--- src/rtl/alu_pkg.sv ---
// Shared types for the ALU issue path: opcodes, data width, command record
// and the output-side state encoding.
package alu_pkg;

  localparam int DATA_W = 8;
  localparam int OP_W   = 3;

  typedef enum logic [OP_W-1:0] {
    OP_ADD = 3'b000,
    OP_SUB = 3'b001,
    OP_SLL = 3'b010,
    OP_LSR = 3'b011,
    OP_AND = 3'b100,
    OP_OR  = 3'b101,
    OP_XOR = 3'b110,
    OP_EQL = 3'b111
  } alu_op_e;

  typedef struct packed {
    logic [DATA_W-1:0] a;
    logic [DATA_W-1:0] b;
    alu_op_e           op;
  } alu_cmd_t;

  typedef enum logic {
    OUT_EMPTY = 1'b0,
    OUT_FULL  = 1'b1
  } out_state_e;

endpackage

--- src/rtl/alu_cmd_fifo.sv ---
// Synchronous command FIFO. The head entry is presented combinationally and
// forced to zero when the FIFO is empty. The caller must never push when
// full nor pop when empty.
module alu_cmd_fifo
  import alu_pkg::*;
#(
  parameter  int DEPTH = 4,
  localparam int PTR_W = $clog2(DEPTH),
  localparam int CNT_W = PTR_W + 1
) (
  input  logic             clk,
  input  logic             reset,
  input  logic             push,
  input  logic             pop,
  input  alu_cmd_t         wr_cmd,
  output alu_cmd_t         head_cmd,
  output logic [CNT_W-1:0] count
);

  alu_cmd_t         mem_reg [DEPTH];
  logic [PTR_W-1:0] wr_ptr_reg;
  logic [PTR_W-1:0] rd_ptr_reg;
  logic [CNT_W-1:0] count_reg;

  // One write-enabled register per entry; storage needs no reset because
  // the pointers and count define which entries are meaningful.
  generate
    for (genvar gi = 0; gi < DEPTH; gi++) begin : g_entry
      // Capture the incoming command when this entry is the write target.
      always_ff @(posedge clk) begin
        if (push && (wr_ptr_reg == PTR_W'(gi))) begin
          mem_reg[gi] <= wr_cmd;
        end
      end
    end
  endgenerate

  // Pointer and occupancy bookkeeping; pointers wrap naturally at DEPTH.
  always_ff @(posedge clk) begin
    if (reset) begin
      wr_ptr_reg <= '0;
      rd_ptr_reg <= '0;
      count_reg  <= '0;
    end else begin
      if (push) begin
        wr_ptr_reg <= wr_ptr_reg + PTR_W'(1);
      end
      if (pop) begin
        rd_ptr_reg <= rd_ptr_reg + PTR_W'(1);
      end
      case ({push, pop})
        2'b10:   count_reg <= count_reg + CNT_W'(1);
        2'b01:   count_reg <= count_reg - CNT_W'(1);
        default: count_reg <= count_reg;
      endcase
    end
  end

  assign head_cmd = (count_reg != '0) ? mem_reg[rd_ptr_reg] : '0;
  assign count    = count_reg;

endmodule

--- src/rtl/alu_issue_stage.sv ---
// Issue stage: queues ALU commands, presents the head to an external
// combinational ALU and captures its result into a one-entry output
// register governed by a two-state valid/ready FSM.
module alu_issue_stage
  import alu_pkg::*;
#(
  parameter  int DEPTH = 4,
  localparam int CNT_W = $clog2(DEPTH) + 1
) (
  input  logic              clk,
  input  logic              reset,
  input  logic              cmd_valid_i,
  output logic              cmd_ready_o,
  input  logic [DATA_W-1:0] cmd_a_i,
  input  logic [DATA_W-1:0] cmd_b_i,
  input  logic [OP_W-1:0]   cmd_op_i,
  output logic [DATA_W-1:0] alu_a_o,
  output logic [DATA_W-1:0] alu_b_o,
  output logic [OP_W-1:0]   alu_op_o,
  input  logic [DATA_W-1:0] alu_res_i,
  output logic              res_valid_o,
  input  logic              res_ready_i,
  output logic [DATA_W-1:0] res_data_o,
  output logic [OP_W-1:0]   res_op_o,
  output logic [CNT_W-1:0]  count_o
);

  alu_cmd_t          push_cmd;
  alu_cmd_t          head_cmd;
  logic              push;
  logic              issue;
  out_state_e        state_reg;
  out_state_e        state_next;
  logic [DATA_W-1:0] res_data_reg;
  logic [OP_W-1:0]   res_op_reg;

  // Readiness depends only on occupancy, so a same-cycle pop never lets a
  // full FIFO accept another command.
  assign cmd_ready_o = (count_o != CNT_W'(DEPTH));
  assign push        = cmd_valid_i && cmd_ready_o;

  // The head moves into the result register whenever that register is free
  // or is being drained this cycle.
  assign issue = (count_o != '0) && ((state_reg == OUT_EMPTY) || res_ready_i);

  assign push_cmd = '{a: cmd_a_i, b: cmd_b_i, op: alu_op_e'(cmd_op_i)};

  alu_cmd_fifo #(
    .DEPTH (DEPTH)
  ) u_fifo (
    .clk      (clk),
    .reset    (reset),
    .push     (push),
    .pop      (issue),
    .wr_cmd   (push_cmd),
    .head_cmd (head_cmd),
    .count    (count_o)
  );

  assign alu_a_o  = head_cmd.a;
  assign alu_b_o  = head_cmd.b;
  assign alu_op_o = head_cmd.op;

  // Next-state logic for the output register occupancy.
  always_comb begin
    state_next = state_reg;
    case (state_reg)
      OUT_EMPTY: if (issue) state_next = OUT_FULL;
      OUT_FULL:  if (res_ready_i && !issue) state_next = OUT_EMPTY;
      default:   state_next = OUT_EMPTY;
    endcase
  end

  // Output-side state register.
  always_ff @(posedge clk) begin
    if (reset) begin
      state_reg <= OUT_EMPTY;
    end else begin
      state_reg <= state_next;
    end
  end

  // Result register: loads on issue, otherwise holds (stable under stall).
  always_ff @(posedge clk) begin
    if (reset) begin
      res_data_reg <= '0;
      res_op_reg   <= '0;
    end else if (issue) begin
      res_data_reg <= alu_res_i;
      res_op_reg   <= head_cmd.op;
    end
  end

  assign res_valid_o = (state_reg == OUT_FULL);
  assign res_data_o  = res_data_reg;
  assign res_op_o    = res_op_reg;

endmodule

--- config.mk ---
export PLATFORM = sky130hd
export DESIGN_NAME = alu_issue_stage
export DESIGN_NICKNAME = d
export VERILOG_FILES = /design/src/rtl/alu_pkg.sv /design/src/rtl/alu_cmd_fifo.sv /design/src/rtl/alu_issue_stage.sv
export SDC_FILE = /design/constraint.sdc
export NUM_CORES = 1
export LEC_CHECK = 0
export ABC_AREA = 1
export BUFFER_PORTS_ARGS = -buffer_cell sky130_fd_sc_hd__clkbuf_2
export CAP_MARGIN = 20
export CORE_UTILIZATION = 50
export CTS_BUF_LIST = sky130_fd_sc_hd__clkbuf_4 sky130_fd_sc_hd__clkbuf_8
export DETAILED_ROUTE_END_ITERATION = 6
export PLACE_DENSITY = 0.83
export SETUP_SLACK_MARGIN = 0.1
export SLEW_MARGIN = 20
export SYNTH_ARGS = -nofsm -noshare
export SYNTH_HDL_FRONTEND = slang
export SYNTH_HIERARCHICAL = 1
export SYNTH_SLANG_ARGS = --single-unit
export TNS_END_PERCENT = 10
--- constraint.sdc ---
create_clock -name clk -period 2.3 [get_ports clk]
set_input_delay 0.23 -clock clk [delete_from_list [all_inputs] [get_ports clk]]
set_output_delay 0.23 -clock clk [all_outputs]
set_load 0.02 [all_outputs]
==> flow_metrics.env, run 1 <==
export IMPL_status="complete, no violations"
export IMPL_dieArea_um2=8540
export IMPL_num_vias=2852
export IMPL_wl_per_cell_um=13.6
export IMPL_path_cells="nor3_4 -> buf_4 -> a21oi_1 -> clkbuf_2"
export IMPL_drt_iter0_markers=176
export IMPL_synth_warnings=6
export IMPL_final_setup_skew_ps=15.9
export IMPL_critPathMaxStageDelay_ps=610
export IMPL_cp_start_kind="register"
export IMPL_avgSynthCellArea_um2=10.7
export IMPL_finalCritPeriodShare_pct=89.4
export IMPL_drive_gt1_share_pct=23.5
export IMPL_antenna_found_initial=0
export IMPL_finalMaxSlewViolations=0
export IMPL_n_antenna_cell=0
export IMPL_yosysSeqAreaShare_pct=66.1
export IMPL_cpMaxStageDelayCell="nor3_4"
export IMPL_setup_viol=0
export IMPL_leakage_nw=2.05
export IMPL_cts_buffers=9
export IMPL_power_mw=5.94
export IMPL_fin_area_um2=4710
export IMPL_path_max_fanout=13
export IMPL_cts_max_level=3
export IMPL_period_minus_slack_ps=2060
export IMPL_grt_overflow_total=0
export IMPL_port_buffers=65
export IMPL_synthToLayoutAreaGrowth_pct=15.1
export IMPL_io_pins=66
export IMPL_drt_pass1_iterations=4
export IMPL_final_cells=562
export IMPL_synth_net_count=420
export IMPL_clock_fmax_ghz=0.486
export IMPL_layout_common_cells="nand2_1, edfxtp_1, clkbuf_2"
export IMPL_fp_dieH_um=92.4
export IMPL_path_class="reg -> out"
export IMPL_fin_hold_ws_ps=96.1
export IMPL_largest_reg_flops=76
export IMPL_drv_cap=0
export IMPL_final_util_pct=60.3
export IMPL_slew_headroom_pct=55.7
export IMPL_hold_violations=0
export IMPL_root_buffer="clkbuf_8"
export IMPL_tns_ps=0
export IMPL_grt_usage_pct=18.9
export IMPL_initial_core_util_pct=52.4
export IMPL_cts_buffer_depth=2
export IMPL_ir_drop_mv=0.618
export IMPL_place_ws_ps=243
export IMPL_clk_pin_slew_ps=100
export IMPL_crit_arrival_ps=1830
export IMPL_core_um2=7810
export IMPL_clk_latency_ps=350
export IMPL_grt_pass1_vias=2709
export IMPL_syn_area_um2=4090
export IMPL_fp_dieW_um=92.4
export IMPL_synth_distinct_cells=23
export IMPL_nets=492
export IMPL_fin_ws_ps=244
export IMPL_place_area_um2=4500
export IMPL_final_common_cell="nand2_1"
export IMPL_drcViolationCount=0
export IMPL_power_density_nw_per_um2=1260
export IMPL_grt_pass1_wl_mm=12.3
export IMPL_grt_setup_unrepaired="yes"
export IMPL_grt_start_max_net_pins=39
export IMPL_synthCells=383
export IMPL_clock_sinks=97
export IMPL_hpwl_mm=5.21
export IMPL_place_inst=546
export IMPL_fillers=624
export IMPL_required_ps=2070
export IMPL_end_kind="output port"
export IMPL_ys_ff_latch=97
export IMPL_vias_per_cell=5.07
export IMPL_wl_mm=7.62
export IMPL_antenna_left=0
export IMPL_worst_pin_slew_ps=663
export IMPL_postCtsSetupRepairBufs=0
export IMPL_min_path_type="in -> reg"
export IMPL_rows=32
export IMPL_gp_congestion=0.885
export IMPL_cts_tree="built"
export IMPL_rrSetupSlack_ps=340
==> routing by layer <==
metal / up-vias / track usage, % / share of wire (%)
met5: - / 0 / 0
li1: 1412 / - / -
met1: 1371 / 23.3 / 41
met3: 8 / 3.04 / 4.5
met2: 61 / 31.8 / 53
met4: 0 / 10.3 / 1.4
==> cells by family after synthesis <==
| logic type | after synthesis | share of synthesized area (%) |
|---|---|---|
| AO/OA/AOI/OAI | 63 | 7.77 |
| XOR/XNOR | 1 | 0.214 |
| flip-flops | 97 | 66.1 |
| adder cells (fa/ha/maj) | 6 | 2.02 |
| buffers and inverters | 51 | 6.64 |
| AND/OR/NAND/NOR | 165 | 17.2 |
==> timing repair <==
action                                  in CTS  in global routing
endpoints found under the setup margin       0                  3
hold buffers                                 0                  0
resized for setup                            0                  1
==> final cells by class <==
type / instances / area, um^2 / share of cell area [%]
inverter: 33 / 124 / 2.63
sequential: 97 / 2700 / 57.4
timing repair buffer: 79 / 430 / 9.15
tap: 102 / 128 / 2.71
clock inverter: 5 / 65.1 / 1.38
multi-input combinational: 235 / 1120 / 23.7
clock buffer: 11 / 139 / 2.95
==> worst max-delay path: cells and delay by family, from the launching register on <==
kind	cells	cell delay, ps
and+or+nand+nor	1	610
buffers and inverters	2	430
DFF	1	390
AOI/OAI and AO/OA	1	50
==> synth_stat cells <==
| cell | number | area share (%) |
|---|---|---|
| xor2_1 | 1 | 0.21 |
| nor3_4 | 1 | 0.40 |
| edfxtp_1 | 76 | 56 |
| a21boi_0 | 1 | 0.18 |
| nand3_1 | 4 | 0.49 |
| buf_2 | 4 | 0.49 |
| nor2_4 | 1 | 0.28 |
| fa_1 | 1 | 0.49 |
| nand3_2 | 8 | 2.0 |
| nand2_4 | 1 | 0.28 |
| nand4_1 | 1 | 0.15 |
| clkbuf_1 | 2 | 0.18 |
| a21oi_1 | 37 | 4.5 |
| dfxtp_1 | 21 | 10 |
| inv_2 | 1 | 0.092 |
| ha_1 | 5 | 1.5 |
| nand2_1 | 98 | 9.0 |
| buf_6 | 8 | 2.2 |
| o21ai_0 | 23 | 2.8 |
| nor2_1 | 51 | 4.7 |
| inv_1 | 32 | 2.9 |
| buf_4 | 4 | 0.73 |
| o21ai_1 | 2 | 0.24 |
==> report_power, final <==
part	switching, mW	internal (mW)
logic	1.73	0.793
registers	0.142	2.18
clock network	0.560	0.537
total	2.44	3.51
==> path summary, 6_finish.rpt <==
check                           cells after the start                    startpoint                              end
worst min register to register                      2    res_data_o[3]$_SDFFE_PP0P_       res_data_o[3]$_SDFFE_PP0P_
worst min-delay path                                1                    cmd_a_i[5]  u_fifo/mem_reg[2][16]$_DFFE_PP_
worst max-delay path                                4  u_fifo/count[1]$_SDFFE_PP0P_                       alu_a_o[2]
worst max register to register                     11  u_fifo/count[2]$_SDFFE_PP0P_     u_fifo/count[2]$_SDFFE_PP0P_
No activity file was read; power rests on OpenSTA's default activity.
==> run 2: changes to the inputs <==
==> constraint.sdc (replaced) <==
create_clock -name clk -period 2.3 [get_ports clk]
set_input_delay 0.23 -clock clk [delete_from_list [all_inputs] [get_ports clk]]
set_output_delay 0.23 -clock clk [all_outputs]
set_load 0.01 [all_outputs]
==> flow_metrics.env, run 2 (synthesis gave the netlist of run 1 again) <==
export IMPL_status="complete, no violations"
export IMPL_clock_fmax_ghz=0.478
export IMPL_path_class="reg -> out"
export IMPL_cp_start_kind="register"
export IMPL_drv_cap=0
export IMPL_period_minus_slack_ps=2090
export IMPL_tns_ps=0
export IMPL_layout_common_cells="nand2_1, edfxtp_1, clkbuf_2"
export IMPL_synthToLayoutAreaGrowth_pct=16.0
export IMPL_required_ps=2070
export IMPL_antenna_left=0
export IMPL_grt_pass1_vias=2718
export IMPL_initial_core_util_pct=52.4
export IMPL_port_buffers=65
export IMPL_fin_hold_ws_ps=96.2
export IMPL_cts_hold_fix_buffers=0
export IMPL_grt_overflow_total=0
export IMPL_cts_buffers=9
export IMPL_clk_pin_slew_ps=100
export IMPL_final_common_cell="nand2_1"
export IMPL_drt_iter0_markers=166
export IMPL_drive_gt1_share_pct=23.5
export IMPL_final_util_pct=60.7
export IMPL_grt_start_max_net_pins=39
export IMPL_ir_drop_mv=0.654
export IMPL_crit_arrival_ps=1860
export IMPL_n_antenna_cell=0
export IMPL_hpwl_mm=4.93
export IMPL_gp_congestion=0.882
export IMPL_finalCritPeriodShare_pct=91.0
export IMPL_root_buffer="clkbuf_8"
export IMPL_num_vias=2813
export IMPL_clock_sinks=97
export IMPL_multi_input_area_um2=1120
export IMPL_fp_dieW_um=92.4
export IMPL_leakage_nw=2.07
export IMPL_power_density_nw_per_um2=1240
export IMPL_wl_per_cell_um=13.6
export IMPL_clk_latency_ps=340
export IMPL_cts_tree="built"
export IMPL_nets=491
export IMPL_grt_pass1_wl_mm=12.4
export IMPL_fillers=607
export IMPL_drt_pass1_iterations=4
export IMPL_path_max_fanout=38
export IMPL_rows=32
export IMPL_worst_pin_slew_ps=581
export IMPL_drcViolationCount=0
export IMPL_fp_dieH_um=92.4
export IMPL_grt_setup_unrepaired="no"
export IMPL_final_setup_skew_ps=8.08
export IMPL_setup_viol=0
export IMPL_finalMaxSlewViolations=0
export IMPL_io_pins=66
export IMPL_min_path_type="in -> reg"
export IMPL_cts_buffer_depth=2
export IMPL_register_area_um2=2700
export IMPL_vias_per_cell=5.01
export IMPL_wl_mm=7.64
export IMPL_dieArea_um2=8540
export IMPL_core_um2=7810
export IMPL_largest_reg_flops=76
export IMPL_end_kind="output port"
export IMPL_slew_headroom_pct=61.2
export IMPL_grt_usage_pct=19.1
export IMPL_cts_max_level=3
export IMPL_antenna_found_initial=0
export IMPL_hold_violations=0
-- run 2: worst paths after layout --
check                                from                              to  depth (start not counted)  slack, ps
max reg2reg  u_fifo/count[1]$_SDFFE_PP0P_    u_fifo/count[2]$_SDFFE_PP0P_                         11        340
min                            cmd_b_i[3]  u_fifo/mem_reg[1][6]$_DFFE_PP_                          1        100
max                              register                      alu_a_o[6]                          6        210
min reg2reg      res_op_o[1]$_SDFFE_PP0P_        res_op_o[1]$_SDFFE_PP0P_                          2        490
-- run 2: timing repair --
| action | 4_1_cts | 5_1_grt |
|---|---|---|
| setup endpoints to repair | 0 | 1 |
| buffers inserted | 0 | 0 |
| resized for setup | 0 | 2 |
-- run 2: metrics by stage --
| stage | total power, mW | area, um^2 | setup WS [ps] | instances |
|---|---|---|---|---|
| final | 5.89 | 4740 | 207 | 561 |
| after global placement | 4.51 | 4490 | 353 | 545 |
| after detailed placement | 4.61 | 4490 | 174 | 545 |
| after CTS | 5.93 | 4740 | 130 | 561 |
| after global routing | 6.29 | 4740 | 133 | 561 |
| after floorplan | 3.99 | 4090 | 329 | 383 |
-- run 2: cell type report --
type	instances	share of cell area (%)
Clock buffer	10	2.77
Clock inverter	6	2.43
Inverter	33	2.61
Multi-Input combinational cell	235	23.6
Sequential cell	97	57.0
Tap cell	102	2.69
Timing Repair Buffer	78	8.92
-- run 2: critical path, stage by stage (launching register included) --
cell,delay [ps]
dfxtp_1,330
inv_2,430
nand2_1,200
nand2_1,110
nand2_1,50
a21oi_1,220
clkbuf_2,170
-- run 2: power breakdown --
part	total, mW	switching [mW]	internal (mW)
combinational	2.26	1.47	0.789
sequential	2.32	0.142	2.18
clock	1.31	0.569	0.741
-- run 2: per-layer routing --
layer | GRT usage, % | vias up | routed length, um
met4 | 8.33 | 0 | 137
met1 | 23.6 | 1311 | 3130
met2 | 31.9 | 82 | 4000
met3 | 4.60 | 10 | 372
met5 | 0 | - | 0
li1 | - | 1410 | -
